### src/rtl/alu_issue_unit_if.sv
// alu_issue_unit_if
//   Bundles the three buses that connect the ALU issue unit to the rest of
//   the pipeline:
//     - instruction side : instrValid/instrReady handshake, instruction, rs1Data, rs2Data
//     - ALU side         : aluOperation, aluOperand1, aluOperand2 out; aluResult in
//     - writeback side   : resultValid/resultReady handshake, resultData, rd,
//                          branchTaken, illegal
//   slave  : the issue unit's view
//   master : the surrounding pipeline (decode, ALU, writeback) view
interface alu_issue_unit_if;
  logic        instrValid;
  logic        instrReady;
  logic [31:0] instruction;
  logic [31:0] rs1Data;
  logic [31:0] rs2Data;
  logic [3:0]  aluOperation;
  logic [31:0] aluOperand1;
  logic [31:0] aluOperand2;
  logic [31:0] aluResult;
  logic        resultValid;
  logic        resultReady;
  logic [31:0] resultData;
  logic [4:0]  rd;
  logic        branchTaken;
  logic        illegal;

  modport slave (
    input  instrValid, instruction, rs1Data, rs2Data, aluResult, resultReady,
    output instrReady, aluOperation, aluOperand1, aluOperand2,
           resultValid, resultData, rd, branchTaken, illegal
  );

  modport master (
    output instrValid, instruction, rs1Data, rs2Data, aluResult, resultReady,
    input  instrReady, aluOperation, aluOperand1, aluOperand2,
           resultValid, resultData, rd, branchTaken, illegal
  );
endinterface

### src/rtl/alu_issue_unit.sv
// alu_issue_unit
//   Accepts one RV32 instruction plus register operands, translates it into a
//   4-bit ALU operation, drives the ALU for one execute cycle, captures the
//   result and hands it (with a branch decision) to writeback.
//   Ports:
//     clk   : rising-edge clock
//     reset : synchronous, active-low reset
//     bus   : alu_issue_unit_if.slave (instruction, ALU and writeback buses)
//   Illegal encodings and divide-by-zero skip the execute cycle and go
//   straight to the result state with a fixed result.
module alu_issue_unit (
  input  logic             clk,
  input  logic             reset,
  alu_issue_unit_if.slave  bus
);

  localparam logic [3:0] OP_ADD  = 4'b0000;
  localparam logic [3:0] OP_SUB  = 4'b0001;
  localparam logic [3:0] OP_MUL  = 4'b0010;
  localparam logic [3:0] OP_DIV  = 4'b0011;
  localparam logic [3:0] OP_SLL  = 4'b0100;
  localparam logic [3:0] OP_SRA  = 4'b0101;
  localparam logic [3:0] OP_IDLE = 4'b1111;

  localparam logic [6:0] OPC_R   = 7'b0110011;
  localparam logic [6:0] OPC_I   = 7'b0010011;
  localparam logic [6:0] OPC_BR  = 7'b1100011;

  typedef enum logic [1:0] {
    ST_IDLE = 2'd0,
    ST_EXEC = 2'd1,
    ST_DONE = 2'd2
  } state_t;

  state_t      state_r;
  state_t      state_nx_s;

  // instruction fields
  logic [6:0]  opcode_s;
  logic [2:0]  funct3_s;
  logic [6:0]  funct7_s;
  logic        unused_fields_s;

  // decode results for the instruction currently presented
  logic [3:0]  dec_op_s;
  logic [31:0] dec_opnd2_s;
  logic [4:0]  dec_rd_s;
  logic        dec_beq_s;
  logic        dec_bne_s;
  logic        dec_ill_s;
  logic        dec_dz_s;

  // instruction captured at acceptance
  logic [3:0]  op_r;
  logic [31:0] opnd1_r;
  logic [31:0] opnd2_r;
  logic [4:0]  dest_r;
  logic        beq_r;
  logic        bne_r;

  // result returned to writeback
  logic [31:0] res_data_r;
  logic [4:0]  res_rd_r;
  logic        res_br_r;
  logic        res_ill_r;

  // state-derived outputs
  logic        instr_ready_s;
  logic        result_valid_s;
  logic [3:0]  alu_op_s;
  logic [31:0] alu_opnd1_s;
  logic [31:0] alu_opnd2_s;

  assign opcode_s = bus.instruction[6:0];
  assign funct3_s = bus.instruction[14:12];
  assign funct7_s = bus.instruction[31:25];
  // rs1 field is not needed: the register value arrives on rs1Data
  assign unused_fields_s = ^bus.instruction[19:15];

  // Instruction decode: ALU op, second operand, destination and bypass cases
  always_comb begin
    dec_op_s    = OP_IDLE;
    dec_opnd2_s = bus.rs2Data;
    dec_rd_s    = bus.instruction[11:7];
    dec_beq_s   = 1'b0;
    dec_bne_s   = 1'b0;
    dec_ill_s   = 1'b0;
    dec_dz_s    = 1'b0;
    case (opcode_s)
      OPC_R: begin
        case ({funct7_s, funct3_s})
          10'b0000000_000: dec_op_s = OP_ADD;
          10'b0100000_000: dec_op_s = OP_SUB;
          10'b0000001_000: dec_op_s = OP_MUL;
          10'b0000001_100: begin
            dec_op_s = OP_DIV;
            dec_dz_s = (bus.rs2Data == 32'd0);
          end
          10'b0000000_001: dec_op_s = OP_SLL;
          10'b0100000_101: dec_op_s = OP_SRA;
          default:         dec_ill_s = 1'b1;
        endcase
      end
      OPC_I: begin
        case (funct3_s)
          3'b000: begin
            dec_op_s    = OP_ADD;
            dec_opnd2_s = {{20{bus.instruction[31]}}, bus.instruction[31:20]};
          end
          3'b001: begin
            if (funct7_s == 7'b0000000) begin
              dec_op_s    = OP_SLL;
              dec_opnd2_s = {27'd0, bus.instruction[24:20]};
            end else begin
              dec_ill_s = 1'b1;
            end
          end
          3'b101: begin
            if (funct7_s == 7'b0100000) begin
              dec_op_s    = OP_SRA;
              dec_opnd2_s = {27'd0, bus.instruction[24:20]};
            end else begin
              dec_ill_s = 1'b1;
            end
          end
          default: dec_ill_s = 1'b1;
        endcase
      end
      OPC_BR: begin
        // branches compare via subtraction and never write a register
        dec_rd_s = 5'd0;
        case (funct3_s)
          3'b000: begin
            dec_op_s  = OP_SUB;
            dec_beq_s = 1'b1;
          end
          3'b001: begin
            dec_op_s  = OP_SUB;
            dec_bne_s = 1'b1;
          end
          default: dec_ill_s = 1'b1;
        endcase
      end
      default: dec_ill_s = 1'b1;
    endcase
  end

  // FSM state register
  always_ff @(posedge clk) begin
    if (!reset) begin
      state_r <= ST_IDLE;
    end else begin
      state_r <= state_nx_s;
    end
  end

  // FSM next-state logic
  always_comb begin
    state_nx_s = state_r;
    case (state_r)
      ST_IDLE: begin
        if (bus.instrValid) begin
          if (dec_ill_s || dec_dz_s) begin
            state_nx_s = ST_DONE;
          end else begin
            state_nx_s = ST_EXEC;
          end
        end else begin
          state_nx_s = ST_IDLE;
        end
      end
      ST_EXEC: state_nx_s = ST_DONE;
      ST_DONE: begin
        if (bus.resultReady) begin
          state_nx_s = ST_IDLE;
        end else begin
          state_nx_s = ST_DONE;
        end
      end
      default: state_nx_s = ST_IDLE;
    endcase
  end

  // FSM outputs: the ALU is only driven during the execute cycle
  always_comb begin
    instr_ready_s  = 1'b0;
    result_valid_s = 1'b0;
    alu_op_s       = OP_IDLE;
    alu_opnd1_s    = 32'd0;
    alu_opnd2_s    = 32'd0;
    case (state_r)
      ST_IDLE: instr_ready_s = 1'b1;
      ST_EXEC: begin
        alu_op_s    = op_r;
        alu_opnd1_s = opnd1_r;
        alu_opnd2_s = opnd2_r;
      end
      ST_DONE: result_valid_s = 1'b1;
      default: instr_ready_s = 1'b0;
    endcase
  end

  // Capture decoded instruction at acceptance so inputs may change afterwards
  always_ff @(posedge clk) begin
    if (!reset) begin
      op_r    <= OP_IDLE;
      opnd1_r <= 32'd0;
      opnd2_r <= 32'd0;
      dest_r  <= 5'd0;
      beq_r   <= 1'b0;
      bne_r   <= 1'b0;
    end else if ((state_r == ST_IDLE) && bus.instrValid) begin
      op_r    <= dec_op_s;
      opnd1_r <= bus.rs1Data;
      opnd2_r <= dec_opnd2_s;
      dest_r  <= dec_rd_s;
      beq_r   <= dec_beq_s;
      bne_r   <= dec_bne_s;
    end else begin
      op_r    <= op_r;
      opnd1_r <= opnd1_r;
      opnd2_r <= opnd2_r;
      dest_r  <= dest_r;
      beq_r   <= beq_r;
      bne_r   <= bne_r;
    end
  end

  // Result registers: loaded on entry to DONE, cleared on handoff to writeback
  always_ff @(posedge clk) begin
    if (!reset) begin
      res_data_r <= 32'd0;
      res_rd_r   <= 5'd0;
      res_br_r   <= 1'b0;
      res_ill_r  <= 1'b0;
    end else begin
      case (state_r)
        ST_IDLE: begin
          if (bus.instrValid && dec_ill_s) begin
            res_data_r <= 32'd0;
            res_rd_r   <= 5'd0;
            res_br_r   <= 1'b0;
            res_ill_r  <= 1'b1;
          end else if (bus.instrValid && dec_dz_s) begin
            res_data_r <= 32'hFFFF_FFFF;
            res_rd_r   <= dec_rd_s;
            res_br_r   <= 1'b0;
            res_ill_r  <= 1'b0;
          end else begin
            res_data_r <= res_data_r;
            res_rd_r   <= res_rd_r;
            res_br_r   <= res_br_r;
            res_ill_r  <= res_ill_r;
          end
        end
        ST_EXEC: begin
          // zero test is done locally on the sub result; no ALU flag is used
          res_data_r <= (beq_r || bne_r) ? 32'd0 : bus.aluResult;
          res_rd_r   <= dest_r;
          res_br_r   <= (beq_r && (bus.aluResult == 32'd0)) ||
                        (bne_r && (bus.aluResult != 32'd0));
          res_ill_r  <= 1'b0;
        end
        ST_DONE: begin
          if (bus.resultReady) begin
            res_data_r <= 32'd0;
            res_rd_r   <= 5'd0;
            res_br_r   <= 1'b0;
            res_ill_r  <= 1'b0;
          end else begin
            res_data_r <= res_data_r;
            res_rd_r   <= res_rd_r;
            res_br_r   <= res_br_r;
            res_ill_r  <= res_ill_r;
          end
        end
        default: begin
          res_data_r <= 32'd0;
          res_rd_r   <= 5'd0;
          res_br_r   <= 1'b0;
          res_ill_r  <= 1'b0;
        end
      endcase
    end
  end

  assign bus.instrReady   = instr_ready_s;
  assign bus.resultValid  = result_valid_s;
  assign bus.aluOperation = alu_op_s;
  assign bus.aluOperand1  = alu_opnd1_s;
  assign bus.aluOperand2  = alu_opnd2_s;
  assign bus.resultData   = res_data_r;
  assign bus.rd           = res_rd_r;
  assign bus.branchTaken  = res_br_r;
  assign bus.illegal      = res_ill_r;

endmodule
### src/flat_wrapper.sv
// flat-port wrapper written by rule: the top's interface ports become plain ports
module alu_issue_unit_flat 
  (clk, reset, bus_instrValid, bus_instruction, bus_rs1Data, bus_rs2Data, bus_aluResult, bus_resultReady, bus_instrReady, bus_aluOperation, bus_aluOperand1, bus_aluOperand2, bus_resultValid, bus_resultData, bus_rd, bus_branchTaken, bus_illegal);
  alu_issue_unit_if bus_i ();
  input  logic clk;
  input  logic reset;
  input wire logic [$bits(bus_i.instrValid)-1:0] bus_instrValid;
  input wire logic [$bits(bus_i.instruction)-1:0] bus_instruction;
  input wire logic [$bits(bus_i.rs1Data)-1:0] bus_rs1Data;
  input wire logic [$bits(bus_i.rs2Data)-1:0] bus_rs2Data;
  input wire logic [$bits(bus_i.aluResult)-1:0] bus_aluResult;
  input wire logic [$bits(bus_i.resultReady)-1:0] bus_resultReady;
  output wire logic [$bits(bus_i.instrReady)-1:0] bus_instrReady;
  output wire logic [$bits(bus_i.aluOperation)-1:0] bus_aluOperation;
  output wire logic [$bits(bus_i.aluOperand1)-1:0] bus_aluOperand1;
  output wire logic [$bits(bus_i.aluOperand2)-1:0] bus_aluOperand2;
  output wire logic [$bits(bus_i.resultValid)-1:0] bus_resultValid;
  output wire logic [$bits(bus_i.resultData)-1:0] bus_resultData;
  output wire logic [$bits(bus_i.rd)-1:0] bus_rd;
  output wire logic [$bits(bus_i.branchTaken)-1:0] bus_branchTaken;
  output wire logic [$bits(bus_i.illegal)-1:0] bus_illegal;
  assign bus_i.instrValid = bus_instrValid;
  assign bus_i.instruction = bus_instruction;
  assign bus_i.rs1Data = bus_rs1Data;
  assign bus_i.rs2Data = bus_rs2Data;
  assign bus_i.aluResult = bus_aluResult;
  assign bus_i.resultReady = bus_resultReady;
  assign bus_instrReady = bus_i.instrReady;
  assign bus_aluOperation = bus_i.aluOperation;
  assign bus_aluOperand1 = bus_i.aluOperand1;
  assign bus_aluOperand2 = bus_i.aluOperand2;
  assign bus_resultValid = bus_i.resultValid;
  assign bus_resultData = bus_i.resultData;
  assign bus_rd = bus_i.rd;
  assign bus_branchTaken = bus_i.branchTaken;
  assign bus_illegal = bus_i.illegal;
  alu_issue_unit u_core (.clk(clk), .reset(reset), .bus(bus_i));
endmodule
### config.mk
export PLATFORM = sky130hd
export DESIGN_NAME = alu_issue_unit_flat
export DESIGN_NICKNAME = d
export VERILOG_FILES = /design/src/rtl/alu_issue_unit_if.sv /design/src/rtl/alu_issue_unit.sv /design/src/flat_wrapper.sv
export SDC_FILE = /design/constraint.sdc
export NUM_CORES = 1
export LEC_CHECK = 0
export CELL_PAD_IN_SITES_DETAIL_PLACEMENT = 1
export CELL_PAD_IN_SITES_GLOBAL_PLACEMENT = 1
export CORE_AREA = 10 10 141 155
export DETAILED_ROUTE_END_ITERATION = 10
export DIE_AREA = 0 0 151 165
export PLACE_DENSITY = 0.91
export SLEW_MARGIN = 10
export SYNTH_ARGS = -nofsm -noshare
export SYNTH_HDL_FRONTEND = slang
export SYNTH_SLANG_ARGS = --single-unit
### constraint.sdc
create_clock -name clk -period 3.4 [get_ports clk]
set_clock_uncertainty 0.1 [all_clocks]
set_input_delay 1.02 -clock clk [delete_from_list [all_inputs] [get_ports clk]]
set_output_delay 1.02 -clock clk [all_outputs]
set_load 0.1 [all_outputs]
# Yosys cells after proc, flatten, opt, wreduce, memory -nomap -nowiden
# Cells that the tools add are included.
[word_totals]
regBits = 116
latch_bits = 0
ramBits = 0
romBits = 0
input_bits = 132
out_inout_bits = 109
word_cells = 91
mem_count = 0
[op_classes]
n_addsub = 0
mul = 0
div_mod_pow = 0
magnitude_cmp = 0
n_eq_ne = 15
n_shift = 0
mux = 47
bitwise = 0
reduce_logical = 18
[ops]
columns = ["op", "n"]
rows = [
  ["$mux W32", 9],
  ["$pmux W32 S3", 2],
  ["$logic_not A32 Y1", 2],
  ["$reduce_bool A32 Y1", 1],
  ["$pmux W4 S3", 2],
  ["$pmux W4 S6", 1],
  ["$eq A10 B4 Y1 const B", 2],
  ["$eq A10 B9 Y1 const B", 2],
  ["$mux W5", 4],
  ["$mux W1", 16],
  ["$mux W4", 4],
  ["$pmux W5 S3", 1],
  ["$eq A7 B6 Y1 const B", 2],
  ["$eq A10 B1 Y1 const B", 1],
  ["$logic_not A10 Y1", 1],
  ["$pmux W1 S3", 3],
  ["$eq A7 B5 Y1 const B", 1],
  ["$eq A7 B7 Y1 const B", 1],
  ["$logic_not A7 Y1", 1],
  ["$mux W2", 3],
  ["$pmux W2 S3", 1],
  ["$reduce_or A6 Y1", 1],
  ["$logic_and A1 B1 Y1", 5],
  ["$eq A3 B1 Y1 const B", 1],
  ["11 further kinds", 13],
]

# Logic depth before layout (Yosys ltp)
[logic_depth]
word_depth = 8
mapped_depth = 8
ltp_nobuf = 6

# Worst setup path before layout
# No wires, ideal clock.
[synth_path]
path_type = "register to output"
start = "register u_core.state_r[1]"
end = "output bus_resultValid"
t_arrival_ps = 1936
required_ps = 2280
slack_ps = 344
path_stages_with_launch = 3
path_buffers = 1
path_cell_list = "dfxtp_1 clkbuf_1 nor2b_1"
[synth_via]
elab_chain_cells = 2
[synth_rtl]
columns = ["item", "line", "rtl"]
rows = [
  ["from (decl)", "alu_issue_unit.sv:35", "state_t state_r;"],
  ["from (signal assigned)", "alu_issue_unit.sv:153", "state_r <= state_nx_s;"],
  ["$eq A2 B2 Y1", "alu_issue_unit.sv:191", "case (state_r)"],
  ["$mux W1", "alu_issue_unit.sv:191", ""],
  ["to (decl)", "flat_wrapper.sv:17", "output wire logic [$bits(bus_i.resultValid)-1:0] bus_resultValid;"],
]
# No other way between the ends.

# Worst setup path after layout
[layout_path]
start = "input bus_instruction[13]"
end = "register u_core.res_rd_r[1] (netlist: u_core.bus.rd[1])"
[layout_via]
elab_chain_cells = 7
elab_cells_between_ends = 23
classes_between = "eq/ne: 8; mux: 8; reduce/logical: 7"
[layout_rtl]
columns = ["item", "line", "rtl"]
rows = [
  ["from (decl)", "flat_wrapper.sv:8", "input wire logic [$bits(bus_i.instruction)-1:0] bus_instruction;"],
  ["$eq A10 B9 Y1, or another cell as far along", "alu_issue_unit.sv:91", "case ({funct7_s, funct3_s})"],
  ["$reduce_or A6 Y1 (no line) or $reduce_or A2 Y1 (tied branches)", "-", ""],
  ["$mux W1, on equally long branches", "alu_issue_unit.sv:91, alu_issue_unit.sv:132", ""],
  ["$pmux W1 S3", "alu_issue_unit.sv:89", "case (opcode_s)"],
  ["$logic_and A1 B1 Y1", "alu_issue_unit.sv:239", "if (bus.instrValid && dec_ill_s) begin"],
  ["$mux W5 or $ne A3 B3 Y1 (tied branches)", "-", ""],
  ["$pmux W5 S3 or $reduce_and A2 Y1 (tied branches)", "-", ""],
  ["to (signal assigned)", "alu_issue_unit.sv:246", "res_rd_r <= dec_rd_s;"],
  ["to (signal assigned)", "alu_issue_unit.sv:251", "res_rd_r <= res_rd_r;"],
  ["to (signal assigned)", "alu_issue_unit.sv:259", "res_rd_r <= dest_r;"],
  ["to (decl)", "alu_issue_unit.sv:63", "logic [4:0] res_rd_r;"],
]
# Parallel ways exist; a longest one is shown, timed or not.
# A chain may end at the register's enable or synchronous reset.

==> impl.org <==
** Hold path
- The min-delay analysis places its worst path in the category reg2reg.

** Setup path
- Startpoint class of the critical path :: input port
- Among all stages on the critical path, the largest delay is contributed by or4b_4.
- Signal arrival time at the worst endpoint :: 3.44 ns
- Of all nets on the critical path, the largest fanout is 34.
- CP cell instances :: clkdlybuf4s50_1, or4b_4, a211o_1, and4_4, o41a_4, buf_12, nor2_4, a32o_1
- Critical Path Sink Type :: flip-flop
- The largest single stage delay on the critical path is between 0.5 and 0.6 ns.
- WP data required :: 3.65 ns
- The critical path in this run is classified as in2reg.

** Timing
- For this run, the top clock speed supported by timing is around 310 MHz.
- The count of final max-slew check failures was 0.
- Of the available clock period, the critical path in the final layout requires a little over nine tenths.
- Hold is met by approximately 0.35 ns.
- Setup repair after global routing missed its margin :: no
- After layout, the minimum clock period comes to roughly 3.2 ns.
- Final hold violation count :: 0
- Measured against its own limit, the worst slew margin works out to between 40 and 50%.
- Final count of negative-setup-slack endpoints :: 0
- For the pin with the worst max-slew slack, the measured transition is ~0.76 ns.
- In the post-route analysis, the smallest setup slack over all paths is ~0.22 ns.

** Global routing
- Largest net degree at the start of global routing :: a little under 80
- First-pass GRT wire length :: between 30 and 40 mm
- The initial antenna violation count came to 1.
- The via count of the first global-routing pass was about 6600.
- GR Overflow Total :: 0
- Global routing used between 10% and 20% of the available tracks across all layers.

** Clocking
- Clock transition at the registers of the reported paths :: 0.05 ns
- Cts hold-fix bufs :: 0
- Buffer count from post-CTS setup fixing :: 0
- Post-CTS sizing :: 0
- Counting along the longest clock path gives a buffer depth of 2.
- CTS Root Cell :: clkbuf_16
- The clock net in this run drives a total of about 120 sinks.
- CTS buffer count :: 17
- H-Tree Depth :: 4
- For the worst-skew pair, the clock arrives at the later sink with an insertion delay of between 0.4 and 0.5 ns.
- TritonCTS built the clock tree.

** Placement
- The count of buffers added on input and output ports is between 200 and 250.
- Detailed placement ended at an HPWL of roughly 18 mm.
- Pre-CTS setup slack :: -0.1849 ns
- The placed instances occupy a cell area of between 0.008 and 0.009 mm².
- Gp weighted congestion :: about 0.85

** Yosys
- Counting every net in the synthesized netlist gives between 800 and 900.
- Avg Cell Area, Syn :: between 7 and 8 µm²
- In this run the cell area of the synthesized design comes to about 0.0053 mm².
- Proportion of netlist area held by the largest area contributor :: 43.74%
- Most instantiated flip-flop cell in the synthesis netlist :: dfxtp_1
- nand2_1 is the most common cell in the netlist.
- Of all flip-flops after synthesis, the portion carrying an async set or reset was 0%.
- Counting flops and latches in the post-synthesis netlist gives ~120.
- By count the netlist is led by nand2_1 (146), dfxtp_1 (116), a21oi_1 (104), and2_1 (65), clkbuf_1 (47).
- Synthesis produced about 690 cells.
- By area the synthesized netlist is led by dfxtp_1 (44%), nand2_1 (10%), a21oi_1 (9.8%).
- Counting flops with a built-in enable in the synthesized netlist gives 0.
- Summed over all instances, the cell type with the most area after synthesis is dfxtp_1.
- Count of warnings emitted by yosys :: 0
- After synthesis, flip-flops and latches occupy a little over two fifths of the total area.
- Synthesis instantiated 49 different standard cells from the library.

** Run status
- The flow ran to the end, and the final reports show no timing, DRC or antenna violations.

** Route
- DR WL met3 :: 1.213 mm
- Highest metal layer with signal wires :: met4
- Using the TritonRoute via totals, the vias-per-cell ratio works out to about 5.1.
- After detailed routing, the total wire length is 23.92 mm.
- DRT antenna net count :: 0
- Number of iterations in the first detailed-routing pass :: 4
- Detailed routing placed a total of 12.69 mm of wire on met2.
- Routed length per instance :: 20.07 µm
- Number of design-rule violations left by the first detailed-router iteration :: around 260
- After detailed routing, the wire length on met1 is 9.366 mm.
- In the routed design, unresolved DRC markers number 0.
- Summing over every cut layer, the via total after detailed routing is between 6000 and 7000.

** Floorplan
- The floorplan step defined a core boundary enclosing 0.01848 mm².
- # rows :: 52
- Die boundary height :: approximately 170 µm
- Full die area :: around 0.025 mm²
- The floorplan step set the die width to between 150 and 200 µm.
- For this configuration, the core starts out at a cell density of between 20% and 30%.
- Number of primary I/O pins :: between 200 and 250

** Finish
- Share of cells above drive strength 1 :: 20.49%
- The area growth from synthesis to layout is 74.22%.
- Final design utilization :: between 50% and 60%
- The final layout contains approximately 1100 nets.
- The finished cells cover 0.009249 mm².

** Power and ir drop
- Summed over all nets, the switching power comes to 0.001229 W.
- For this design the ratio of total power to cell area is 460.0 mW/mm².
- Switching power share of the total :: 28.89%
- The clock network accounts for ~45% of the total power.
- Worst-case vdd ir drop :: around 0.00034 V
- Pleak :: 3.659 nW
- Per report_power, the combinational group accounts for 19.6% of the total.
- The internal power of the cells totals 0.003026 W.
- Overall power after layout :: 0.004255 W
- Reg power frac :: 35.5%

** Job
- Across the run, the number of max-cap violations was 0.
cells in the final DEF (no fill, tap or decap), types with 5 or more instances in the layout:
cell and count:
buf_4 81, a32o_1 5, nand3_1 12, dfxtp_1 116
o31ai_1 6, o21ai_1 29, a21oi_1 104, o21ai_0 40
clkdlybuf4s50_1 125, nor2_1 22, and2_1 64, nor3_1 8
clkinv_2 5, buf_12 67, nor4_1 18, mux2i_1 5
nand2_1 145, or3_1 7, a221oi_1 6, clkbuf_16 17
critical path: cells and delay by family:
family | cells | cell delay [ns]
AND/OR/NAND/NOR | 3 | 0.93
AO/OA/AOI/OAI | 3 | 0.87
buffers and inverters | 2 | 0.60
area by class of cell:
type	count	area (µm²)
sequential	116	2322
antenna	2	5.005
inverter	5	18.77
clock buffer	22	474.2
clock inverter	10	152.6
tap	243	304.0
multi-input combinational	520	2766
timing repair buffer	274	3206
fill	2155	9229
sequential cells by signal, indices dropped and copies added, names as in the netlist:
signal,flops
u_core.beq_r,1
u_core.bne_r,1
u_core.bus.branchTaken,1
u_core.bus.illegal,1
u_core.bus.rd,5
u_core.bus.resultData,32
u_core.dest_r,5
u_core.op_r,4
u_core.opnd1_r,32
u_core.opnd2_r,32
u_core.state_r,2
power by group through the flow:
| stage | registers [W] | logic (W) | clock network [W] |
|---|---|---|---|
| after global placement | 0.00153 | 0.000810 | 0 |
| final | 0.00151 | 0.000832 | 0.00191 |
| after detailed placement | 0.00154 | 0.000830 | 0 |
| after CTS | 0.00151 | 0.000836 | 0.00196 |
| after floorplan | 0.00178 | 0.000238 | 0 |
| after global routing | 0.00152 | 0.000884 | 0.00202 |
routing by layer:
layer  global-route usage (%)  vias to the layer above
met5                        0                        -
met4                    7.443                        0
met3                    4.900                       36
met2                    33.93                      160
met1                    20.11                     2940
li1                         -                     2899
final timing paths:
kind | start | end | slack, ns | cells after the start
max reg2reg | u_core.state_r[1] | u_core.opnd1_r[12] | 1.24 | 6
max | bus_instruction[13] | u_core.bus.rd[1] | 0.22 | 8
min | u_core.opnd1_r[17] | u_core.opnd1_r[17] | 0.35 | 2
min reg2reg | u_core.opnd1_r[17] | u_core.opnd1_r[17] | 0.35 | 2
logic make-up after synthesis:
| family | share of synthesized area (%) |
|---|---|
| AOI/OAI and AO/OA | 21.85 |
| buffers and inverters | 4.548 |
| DFF | 43.74 |
| muxes | 1.367 |
| and+or+nand+nor | 28.49 |
stage by stage:
stage,setup TNS (ns),instances
after floorplan,0,694
after CTS,0,1190
after global placement,-3.756,1158
after detailed placement,-4.753,1158
final,0,1192
after global routing,0,1191
Power figures use the tool's default switching activity.
==> edit 1, RTL diff (same flow settings) <==
Encoding of `state_t`: now one-hot (3 bits for 3 states).
--- a/src/rtl/alu_issue_unit.sv
+++ b/src/rtl/alu_issue_unit.sv
@@ -26,10 +26,10 @@
   localparam logic [6:0] OPC_I   = 7'b0010011;
   localparam logic [6:0] OPC_BR  = 7'b1100011;
 
-  typedef enum logic [1:0] {
-    ST_IDLE = 2'd0,
-    ST_EXEC = 2'd1,
-    ST_DONE = 2'd2
+  typedef enum logic [2:0] {
+    ST_IDLE = 3'b001,
+    ST_EXEC = 3'b010,
+    ST_DONE = 3'b100
   } state_t;
 
   state_t      state_r;
Check against the original RTL: same outputs for any inputs over 10 cycles, from zero or initial values and one cycle with reset low; not proved beyond that.
==> edit 1 against the unedited design <==
  * The flow now finishes with violations (negative setup slack)
  * Wire length grew 15%
  * Worst setup slack worse by 0.24 ns
  * Synthesized area is 0.97% higher
  * Non-clock buffer count rose by 31
  * Sequential share of layout area decreased by 1.8 points
  * Sequential cell count rose by 1
  * Global-route usage rose by 1.6 points
  * Final area grew 8.7%
  * Worst hold slack gained 0.0024 ns
  * Final cell count is 0.92% higher
  * Register-to-register slack worse by 0.03 ns
  * Die area unchanged
  * Total power up 11%
  * Critical endpoint is now u_core.bus.resultData[11]$_SDFFE_PN0P_
  * Largest cell class unchanged
==> edit 1: results (changes against the unedited design) <==
** Yosys
- Biggest area contributors in the synthesized netlist :: dfxtp_1, a21oi_1, and2_1
- The proportion of synthesized chip area in sequential cells was 0.4370 (-0.0004516).
- By count the netlist is led by dfxtp_1, a21oi_1, nand2_1.
- The share of the synthesized area in compound gates (AO/OA/AOI/OAI) came to 0.2232 (+0.004678).
- The post-synthesis adder-cell area fraction is 0 (unchanged).
- Distinct cell type count of the synthesized netlist :: 47 (-4.1%)
- Post-synthesis mux area share :: 0.01331 (-0.0003643)
- Area share of the leading cell type in the synthesized netlist :: 0.4370 (-0.0004516)
- The net count of the mapped netlist was 814 (-1.5%).
- The mean instance size in the synthesized netlist was 7.859 sq um (+2.7%).

** Power and ir drop
- Worst ir drop on vdd :: 0.3555 mV (+5.6%)
- Net Switching :: 1.541 mW (+25%)
- LEAKAGE :: 4.027 nW (+10%)
- The clock share of power came to 0.418 (-0.032).
- The part of the total power dissipated in combinational logic came to 0.251 (+0.055).
- The power in sequential cells was 1.56 mW (+3%).

** Placed design
- GP Congestion :: 0.8176 (-4.2%)
- Post-placement setup slack :: -0.6872 ns (-0.5022 ns)
- The instance area after placement is 8932 sq um (+3.7%).
- The final HPWL from detailed placement came to 18,290 um (+3.1%).
- Placed cells :: 1,157 (-0.086%)
- The count of buffers inserted at the top-level ports is 235 (unchanged).

** Timing
- The worst slack on hold paths came to 0.3524 ns (+0.002426 ns).
- The pin slew with the least headroom to its limit is 0.5891 ns (-0.1680 ns).
- The number of endpoints failing setup at the final stage was 1 (+1).
- Final TNS setup :: -0.02043 ns (-0.02043 ns)
- Worst path setup slack after routing :: -0.02043 ns (-0.2370 ns)

** GRT
- The number of global-route vias before repair was 6,937 (+5.8%).
- The initial antenna violation count is 3 (+2).
- The first-pass GRT wire length was 39,320 um (+7.5%).
- The pin count of the biggest net entering global routing was 71 (-7.8%).
- The overall routing resource usage is 0.2026 (+0.01571).

** Detailed routing
- DR WL/cell :: 22.86 um (+14%)
- TritonRoute pass-1 iters :: 5 (+1)
- Initial DRC count :: 265 (+2.3%)
- Total via count in the routed design :: 6,463 (+7.1%)
- Via density :: 5.372 (+6.1%)

** Critical path
- The delay contributed by the slowest stage of the critical path is 0.44 ns (-0.13 ns).
- CP arrival :: 3.63 ns (+0.19 ns)
- The reg-to-reg setup timing slack came to 1.21 ns (-0.03 ns).
- The maximum fanout along the worst path came to 7 (-79%).
- On the critical path, the stage with the largest delay is an instance of o41a_1.

** Layout
- Number of nets in the layout :: 1,076 (+0.94%)
- The share of layout cells above drive strength 1 is 0.2790 (+0.07414).

** Run status
- Status :: finished with violations
- The checks that failed: negative setup slack.

** Clock tree
- The total clock buffers created by CTS was 17 (unchanged).
- Clk_lat worst skew :: 0.41 ns (about the same)
edit 1: cell types whose count changed in the layout (fill, tap and decap cells not counted), sizes merged, moves of 6 or more:
| cell | delta |
|---|---|
| a211oi | +37 |
| nor2 | +18 |
| o31ai | -6 |
| clkdlybuf4s50 | -19 |
| dlygate4sd2 | +6 |
| dlymetal6s2s | +13 |
| nor3 | +41 |
| o21ai | -44 |
| a21oi | -8 |
| buf | +26 |
| o22ai | +7 |
| nand2 | -56 |
edit 1: what timing repair did:
item / 4_1_cts / 5_1_grt
resized for setup: 32 / 40
gates cloned: 2 / 5
buffers inserted: 4 / 1
endpoints found under the setup margin: 64 / 42
hold buffers: 0 / 0
pin swaps: 8 / 30
edit 1: layout make-up:
cell class | count | area [sq um]
Antenna cell | 3 | 7.507
Clock buffer | 18 | 439.2
Clock inverter | 14 | 198.9
Fill cell | 2063 | 8424
Inverter | 3 | 11.26
Multi-Input combinational cell | 500 | 3024
Sequential cell | 117 | 2342
Tap cell | 243 | 304.0
Timing Repair Buffer | 305 | 3726
edit 1: worst paths after layout:
| check | startpoint | endpoint |
|---|---|---|
| worst max-delay path | bus_instruction[31] | u_core.bus.resultData[11]$_SDFFE_PN0P_ |
| worst min-delay path | u_core.opnd1_r[28]$_SDFFE_PN0P_ | u_core.opnd1_r[28]$_SDFFE_PN0P_ |
| worst max register to register | u_core.state_r[2]$_SDFF_PN0_ | u_core.bus.resultData[9]$_SDFFE_PN0P_ |
| worst min register to register | u_core.opnd1_r[28]$_SDFFE_PN0P_ | u_core.opnd1_r[28]$_SDFFE_PN0P_ |
edit 1: layer usage:
layer  track usage  vias to the layer above  share of wire
li1              -                     2954              -
met1        0.2020                     3164           0.35
met2        0.3640                      281           0.52
met3       0.08322                       64          0.089
met4       0.08363                        0          0.035
met5             0                        -              0
==> edit 2, RTL diff (same settings) <==
Without the edit above. Make the reset (`reset`) asynchronous in 3 clocked blocks. Comments in the files are not updated.
--- a/src/rtl/alu_issue_unit.sv
+++ b/src/rtl/alu_issue_unit.sv
@@ -146,7 +146,7 @@
   end
 
   // FSM state register
-  always_ff @(posedge clk) begin
+  always_ff @(posedge clk or negedge reset) begin
     if (!reset) begin
       state_r <= ST_IDLE;
     end else begin
@@ -201,7 +201,7 @@
   end
 
   // Capture decoded instruction at acceptance so inputs may change afterwards
-  always_ff @(posedge clk) begin
+  always_ff @(posedge clk or negedge reset) begin
     if (!reset) begin
       op_r    <= OP_IDLE;
       opnd1_r <= 32'd0;
@@ -227,7 +227,7 @@
   end
 
   // Result registers: loaded on entry to DONE, cleared on handoff to writeback
-  always_ff @(posedge clk) begin
+  always_ff @(posedge clk or negedge reset) begin
     if (!reset) begin
       res_data_r <= 32'd0;
       res_rd_r   <= 5'd0;
Check against the original RTL: differs if reset is asserted again (counterexample within 4 cycles, from zero or initial values and one cycle with reset low); with reset held inactive, the same outputs for 10 cycles.
==> edit 2 against the unedited design <==
  * Worst setup slack lost 0.20 ns
  * Final area grew 11%
  * Synthesized cell count shrank 7.8%
  * Utilization grew 5.7 points
  * Sequential cell count is the same
  * Non-clock buffer count grew 18
  * Highest routed layer unchanged
  * Wire length grew 3.9%
  * Synthesized area grew 11%
Power is not compared: it rests on default switching activity, and its combinational part moved more than twofold at a synthesized area within 25%.
==> edit 2: results (changes against the unedited design) <==
** Run status
- Status :: finished, final reports clean

** Yosys
- The share of synthesized registers carrying an async set or reset came to 1.000 (+1.000).
- Biggest area contributors in the synthesized netlist :: dfrtp_1, nand2_1, a2bb2oi_2
- Proportion of synthesized chip area in sequential cells :: 0.4949 (+0.05746)
- Gate count after technology mapping :: 640 (-7.8%)
- The net count of the mapped netlist came to 772 (-6.5%).
- By count the netlist is led by nand2_1, dfrtp_1, and2_1.
- Most instantiated flip-flop cell in the synthesis netlist :: dfrtp_1

** Layout
- The number of filler instances in the final layout was 2,007 (-6.9%).
- The share of layout cells above drive strength 1 was 0.2859 (+0.08101).

** Critical path
- Last element of the critical path :: u_core.bus.resultData[12]$_DFFE_PN0P_
- The startpoint identified for the worst register-to-register timing path is u_core.state_r[0]$_DFF_PN0_.
- The critical path starts at bus_instruction[31].
- Peak per-stage delay on the critical path :: 0.52 ns (-0.05 ns)
- Worst setup slack for register-to-register paths :: 1.09 ns (-0.15 ns)
- The number of cell instances on the worst register-to-register path is 4 (-2).
- The maximum fanout along the worst path came to 9 (-74%).
- The slowest stage of the critical path is the or4_4 cell.
- CP arrival :: 3.59 ns (+0.15 ns)

** GRT
- First-pass GRT wire length :: 37,770 um (+3.2%)
- The pin count of the biggest net entering global routing was 64 (-17%).
- The met2 track utilization from global routing is 0.3546 (+0.01538).
- The overall routing resource usage came to 0.1961 (+0.009281).
- The number of global-route vias before repair came to 6,588 (+0.52%).

** Detailed routing
- Initial DRC count :: 244 (-5.8%)
- Total via count in the routed design :: 5,773 (-4.3%)
- DR WL/cell :: 21.35 um (+6.4%)

** Worst hold path
- The worst hold path terminates at u_core.op_r[0]$_DFFE_PN1P_.

** Placed design
- The final HPWL from detailed placement was 17,880 um (+0.77%).
- GP Congestion :: 0.8133 (-4.7%)
- The setup slack after placement is -0.5663 ns (-0.3814 ns).
- The total instance count after detailed placement came to 1,119 (-3.4%).

** Timing
- Relative slew slack :: 0.5689 (+0.07361)
- The worst slack on hold paths came to 0.3628 ns (+0.01286 ns).
## edit 2: timing repair
item,4_1_cts,5_1_grt
gates resized for setup,10,13
cloned,3,0
setup buffers,8,1
pin swaps,6,5
endpoints found under the setup margin,40,72
## edit 2: cells by family after synthesis
kind of cell    count (synthesis)  synth area share
mux                             1          0.001704
simple gates                  352            0.2815
flops                         116            0.4949
compound gates                114            0.1761
xor+xnor                        1          0.001491
buf+inv                        56           0.04429
## edit 2: through the flow
step / total power, mW / instance area [sq um]
floorplan: 2.962 / 5876
global placement: 3.465 / 9346
detailed placement: 3.539 / 9346
CTS: 5.837 / 10250
global route: 6.036 / 10300
finish: 5.802 / 10310
## edit 2: layout make-up
type,count,area [sq um],share of cell area
clock buffers,18,439.2,0.04261
clock inverters,14,270.3,0.02622
diodes,1,2.502,0.0002428
repair buffers,292,3566,0.3460
inverters,12,45.04,0.004371
multi-input cells,468,2771,0.2689
well taps,243,304.0,0.02950
flip-flops and latches,116,2908,0.2821
